$ cat src/rtl/prga_decrypt.sv
// RC4 pseudo-random generation over the shuffled S memory: XORs the keystream
// with the encrypted ROM, writes the decrypted RAM and screens each byte.
module prga_decrypt #(
  parameter int MSG_LEN    = 32,
  parameter bit CHECK_TEXT = 1'b1,
  localparam int AW = (MSG_LEN > 1) ? $clog2(MSG_LEN) : 1
) (
  input  logic          clk,
  input  logic          reset_n,
  input  logic          start,
  input  logic [7:0]    s_q,
  output logic [7:0]    s_address,
  output logic [7:0]    s_data,
  output logic          s_wren,
  input  logic [7:0]    e_q,
  output logic [AW-1:0] e_address,
  output logic [AW-1:0] d_address,
  output logic [7:0]    d_data,
  output logic          d_wren,
  output logic          finish,
  output logic          key_ok
);

  localparam logic [AW-1:0] LAST = AW'(MSG_LEN - 1);

  typedef enum logic [3:0] {
    IDLE, INC, WAIT_I, READ_I, WAIT_J, READ_J,
    WRITE_I, WRITE_J, WAIT_F, READ_F, WRITE_D, DONE, FAIL
  } state_t;

  state_t state_q, state_d;

  logic [7:0]    i, j, si, sj;
  logic [AW-1:0] k;
  logic          abort;

  // Plausible plaintext: lowercase letters and space only.
  function automatic logic text_ok(input logic [7:0] b);
    return (b == 8'd32) || ((b >= 8'd97) && (b <= 8'd122));
  endfunction

  assign abort = CHECK_TEXT && !text_ok(d_data);

  always_ff @(posedge clk or negedge reset_n) begin
    if (!reset_n) state_q <= IDLE;
    else          state_q <= state_d;
  end

  always_comb begin
    state_d = state_q;
    s_wren  = 1'b0;
    d_wren  = 1'b0;
    finish  = 1'b0;
    case (state_q)
      IDLE:    if (start) state_d = INC;
      INC:     state_d = WAIT_I;
      WAIT_I:  state_d = READ_I;
      READ_I:  state_d = WAIT_J;
      WAIT_J:  state_d = READ_J;
      READ_J:  state_d = WRITE_I;
      WRITE_I: begin
        s_wren  = 1'b1;
        state_d = WRITE_J;
      end
      WRITE_J: begin
        s_wren  = 1'b1;
        state_d = WAIT_F;
      end
      WAIT_F:  state_d = READ_F;
      READ_F:  state_d = WRITE_D;
      WRITE_D: begin
        d_wren = 1'b1;
        if (abort)          state_d = FAIL;
        else if (k == LAST) state_d = DONE;
        else                state_d = INC;
      end
      DONE, FAIL: begin
        finish  = 1'b1;
        state_d = IDLE;
      end
      default: state_d = IDLE;
    endcase
  end

  // key_ok is registered on entry to DONE/FAIL so it is valid alongside finish.
  always_ff @(posedge clk or negedge reset_n) begin
    if (!reset_n) begin
      i         <= '0;
      j         <= '0;
      si        <= '0;
      sj        <= '0;
      k         <= '0;
      s_address <= '0;
      s_data    <= '0;
      e_address <= '0;
      d_address <= '0;
      d_data    <= '0;
      key_ok    <= 1'b0;
    end else begin
      case (state_q)
        IDLE: if (start) begin
          i      <= '0;
          j      <= '0;
          si     <= '0;
          sj     <= '0;
          k      <= '0;
          key_ok <= 1'b0;
        end
        INC: begin
          i         <= i + 8'd1;
          s_address <= i + 8'd1;
          e_address <= k;
        end
        READ_I: begin
          si        <= s_q;
          j         <= j + s_q;
          s_address <= j + s_q;
        end
        READ_J: begin
          sj        <= s_q;
          s_address <= i;
          s_data    <= s_q;
        end
        WRITE_I: begin
          s_address <= j;
          s_data    <= si;
        end
        WRITE_J: s_address <= si + sj;
        READ_F: begin
          d_data    <= s_q ^ e_q;
          d_address <= k;
        end
        WRITE_D: begin
          if (abort)          key_ok <= 1'b0;
          else if (k == LAST) key_ok <= 1'b1;
          else                k      <= k + 1'b1;
        end
        default: ;
      endcase
    end
  end

endmodule

$ cat config.mk
export PLATFORM = sky130hd
export DESIGN_NAME = prga_decrypt
export DESIGN_NICKNAME = d
export VERILOG_FILES = /design/src/rtl/prga_decrypt.sv
export SDC_FILE = /design/constraint.sdc
export NUM_CORES = 1
export LEC_CHECK = 0
export CAP_MARGIN = 20
export CORE_UTILIZATION = 53
export DETAILED_ROUTE_END_ITERATION = 6
export DONT_BUFFER_PORTS = 1
export PLACE_DENSITY = 0.68
export SLEW_MARGIN = 30
export SYNTH_ARGS = -nofsm -noshare
export SYNTH_HDL_FRONTEND = slang
export SYNTH_SLANG_ARGS = --single-unit
$ cat constraint.sdc
create_clock -name clk -period 3.2 [get_ports clk]
set_input_delay 0.64 -clock clk [delete_from_list [all_inputs] [get_ports clk]]
set_output_delay 0.64 -clock clk [all_outputs]
set_load 0.005 [all_outputs]
==> run summary <==
CTS root buf: clkbuf_8
Yosys reg bits: 76
Pint: 2290 uW
hold buffer count at cts: 1
global route overflow: 0
post-synth cell types: 50
Ant. Diodes: 0
Area growth, synth to finish: 7.59%
IO Count: 57
Pre-antenna DRT Iters: 4
Syn Area/Cell: 9.40 sq um
sequential area share after synthesis: 46.3%
Site Rows: 31
drc violations: 0
Post-Route WL: 10000 microns
vias post-DR: 3233
die height: 90.0 microns
non-filler cells, final: 544
status: finished, final reports clean
Crit Path Category: reg -> reg
Tot Pwr: 4010 uW
deepest clock path buffer count: 2
delay-heaviest family, CP: simple AND/OR/NAND/NOR gates
crit path cell chain: nor2_1 -> nand3_1 -> nand2_1 -> o21ai_0 -> a222oi_1 -> nand3_1
Ys Warns: 0
synthesized area: 0.00411 sq mm
reg2reg path depth: 6
RSZ-0062 raised after global routing: false
H-tree levels: 3
Post-synth top flop: dfrtp_1
Switching Fraction: 42.9%
largest stage delay on the critical path: 0.53 ns
P_sw: 1720 uW
LEAKAGE: 0.00211 uW
Reg2Reg Capture Point: s_address[4]
most frequent cells in the layout: nand2_1, dfrtp_1, nor2_1, nand3_1
Die W: 90.0 microns
maximum fanout along the worst path: 16
GP Congestion: 0.917
worst path arrival time: 2.45 ns
Reg-to-Reg Start: state_q[2]
HPWL after detailed placement: 7130 microns
WL/cell: 18.4 microns
Flop pwr share: 42.7%
post-synthesis xor/xnor area fraction: 5.33%
layout cells sized above 1: 8.09%
DRT antenna net count: 0
Setup violations, final: 0
DRT iter0 DRCs: 273
Post-Place Cells: 527
Synth Area in Compound Gates: 18.0%
reg2reg setup slack: 0.98 ns
CP Launch Type: flip-flop
largest net degree at the start of global routing: 77
HP Class: in -> async
peak supply drop: 0.000416 V
Via density: 5.94
GRT Util Overall: 26.1%
postcts setup bufs: 0
CTS tree: yes
clock sink count: 76
Synth Area in Simple Gates: 19.5%
Synth Net Count: 475
CP Launch Point: state_q[2]
post-synthesis instance total: 437
Crit path depth: 6
final hold vios: 0
Worst path slowest cell: dfrtp_1
Slew @ Worst Pin: 0.741 ns
Max Clk Rate: 451 MHz
max-slew violation count: 0
Clock Latency Late Sink: 0.35 ns
die area: 0.00810 sq mm
CORE AREA: 0.00737 sq mm
antenna violations before repair: 0
CP Capture Type: flip-flop
fin crit period: 2.22 ns
Final nets: 478
clock transition at the registers of the reported paths: 0.08 ns
worst setup path end: s_address[4]
first-pass GRT wire length: 16700 microns
Comb pwr share: 40.5%
Max-Cap Viols: 0
vias in the first global route: 3191
Synth Area in Adders: 6.15%
PostCTS Resize Cnt: 0
Pwr per Cell Area: 908 mW/mm^2
Bufs and invs on worst path: 0
Setup TNS: 0 ns
Slew HR: 50.3%
final worst-path cycle share: 69.4%
Critical Path RT: 3.43 ns
mux cell area share after synthesis: 2.10%
commonest non-fill, non-tap cell in the layout: nand2_1
Initial Utilization: 55.7%
Crit path top cell by count: nand3_1
IO buf count: 0
Clk network pwr share: 16.8%
Fin Clk Skew: 0.00610 ns
largest family of logic cells by synthesized area: simple AND/OR/NAND/NOR gates
Post-synth EDFFs: 0
Num CTS Buffers: 9
async set-reset flop share out of synthesis: 100%
-- metal layers --
layer / GRT usage (%) / vias to the layer above / routed length (microns)
li1: - / 1560 / -
met4: 11.0 / 0 / 215
met5: 0 / - / 0
met3: 5.41 / 15 / 705
met2: 39.2 / 97 / 4590
met1: 36.9 / 1561 / 4520
-- worst min path at each step --
stage | from | endpoint | slack (ns) | cells past startpoint
finish | reset_n | e_address[3] | 0.16 | 1
floorplan | reset_n | d_address[0] | 0.34 | 0
global placement | reset_n | e_address[3] | 0.35 | 0
detailed placement | reset_n | e_address[3] | 0.35 | 0
global route | reset_n | e_address[3] | 0.19 | 1
CTS | reset_n | e_address[3] | 0.18 | 1
-- Yosys cell counts, types with 2 or more instances --
master | instances | area share (%)
a222oi_1 | 3 | 0.73
dfrtp_1 | 76 | 46
a221oi_1 | 2 | 0.43
nand2_1 | 80 | 7.3
o21bai_1 | 3 | 0.55
mux2i_1 | 3 | 0.73
mux2_2 | 5 | 1.4
nand3b_1 | 2 | 0.37
or3_1 | 2 | 0.30
clkbuf_1 | 5 | 0.46
o21ai_1 | 4 | 0.49
o211ai_1 | 3 | 0.55
nand2b_1 | 7 | 1.1
nor3_2 | 2 | 0.49
o21ai_0 | 24 | 2.9
a21oi_1 | 24 | 2.9
a21o_1 | 9 | 1.6
a211oi_1 | 3 | 0.55
nor3_1 | 4 | 0.49
inv_1 | 7 | 0.64
nand3_1 | 25 | 3.0
xor2_1 | 9 | 1.9
nor2_1 | 34 | 3.1
a22o_1 | 10 | 2.1
xnor2_1 | 16 | 3.4
buf_2 | 11 | 1.3
and2_1 | 2 | 0.30
fa_1 | 2 | 0.98
and3_1 | 5 | 0.76
ha_1 | 17 | 5.2
o31ai_1 | 2 | 0.37
nor2b_1 | 3 | 0.46
o21ai_2 | 2 | 0.43
a22oi_1 | 13 | 2.4
nand4_1 | 3 | 0.46
-- worst reg2reg max path, delay by kind of cell (launching register included) --
| kind | cells | cell delay (ns) |
|---|---|---|
| AO/OA/AOI/OAI | 2 | 0.46 |
| flip-flops | 1 | 0.53 |
| AND/OR/NAND/NOR | 4 | 1.09 |
-- per-stage QoR --
| stage | hold slack, ns | instance area, sq um | setup WS [ns] | utilization [%] |
|---|---|---|---|---|
| final | 0.162 | 4420 | 0.980 | 59.9 |
| after global routing | 0.188 | 4420 | 0.798 | 59.9 |
| after CTS | 0.183 | 4420 | 0.991 | 59.9 |
| after detailed placement | 0.346 | 4210 | 0.830 | 57.2 |
| after global placement | 0.346 | 4210 | 0.854 | 57.2 |
| after floorplan | 0.344 | 4110 | 0.963 | - |
-- power groups by stage --
stage	Clock (uW)	Combinational, uW	Sequential [uW]
finish	676	1620	1710
global route	722	1840	1760
global placement	0	1530	1710
detailed placement	0	1590	1720
CTS	691	1620	1710
floorplan	0	1310	1570
-- area by class of cell --
| type | instances | area, sq um |
|---|---|---|
| Fill cell | 660 | 2950 |
| Multi-Input combinational cell | 337 | 2100 |
| Sequential cell | 76 | 1900 |
| Clock buffer | 11 | 141 |
| Tap cell | 99 | 124 |
| Timing Repair Buffer | 9 | 87.6 |
| Clock inverter | 5 | 36.3 |
| Inverter | 7 | 26.3 |
-- cells by family (layout without fill, tap and decap cells) --
group           count (synthesis)  count (layout)
simple gates                  174             174
compound gates                111             111
flops                          76              76
xor+xnor                       25              25
buf+inv                        24              32
fa+ha+maj                      19              19
mux                             8               8
-- sequential cells by signal, summed over array words and instances (netlist names) --
name       cells
state_q        4
k              5
e_address      5
sj             8
key_ok         1
j              8
s_address      8
si             8
s_data         8
i              8
d_address      5
d_data         8
No activity file was read; power rests on OpenSTA's default activity.
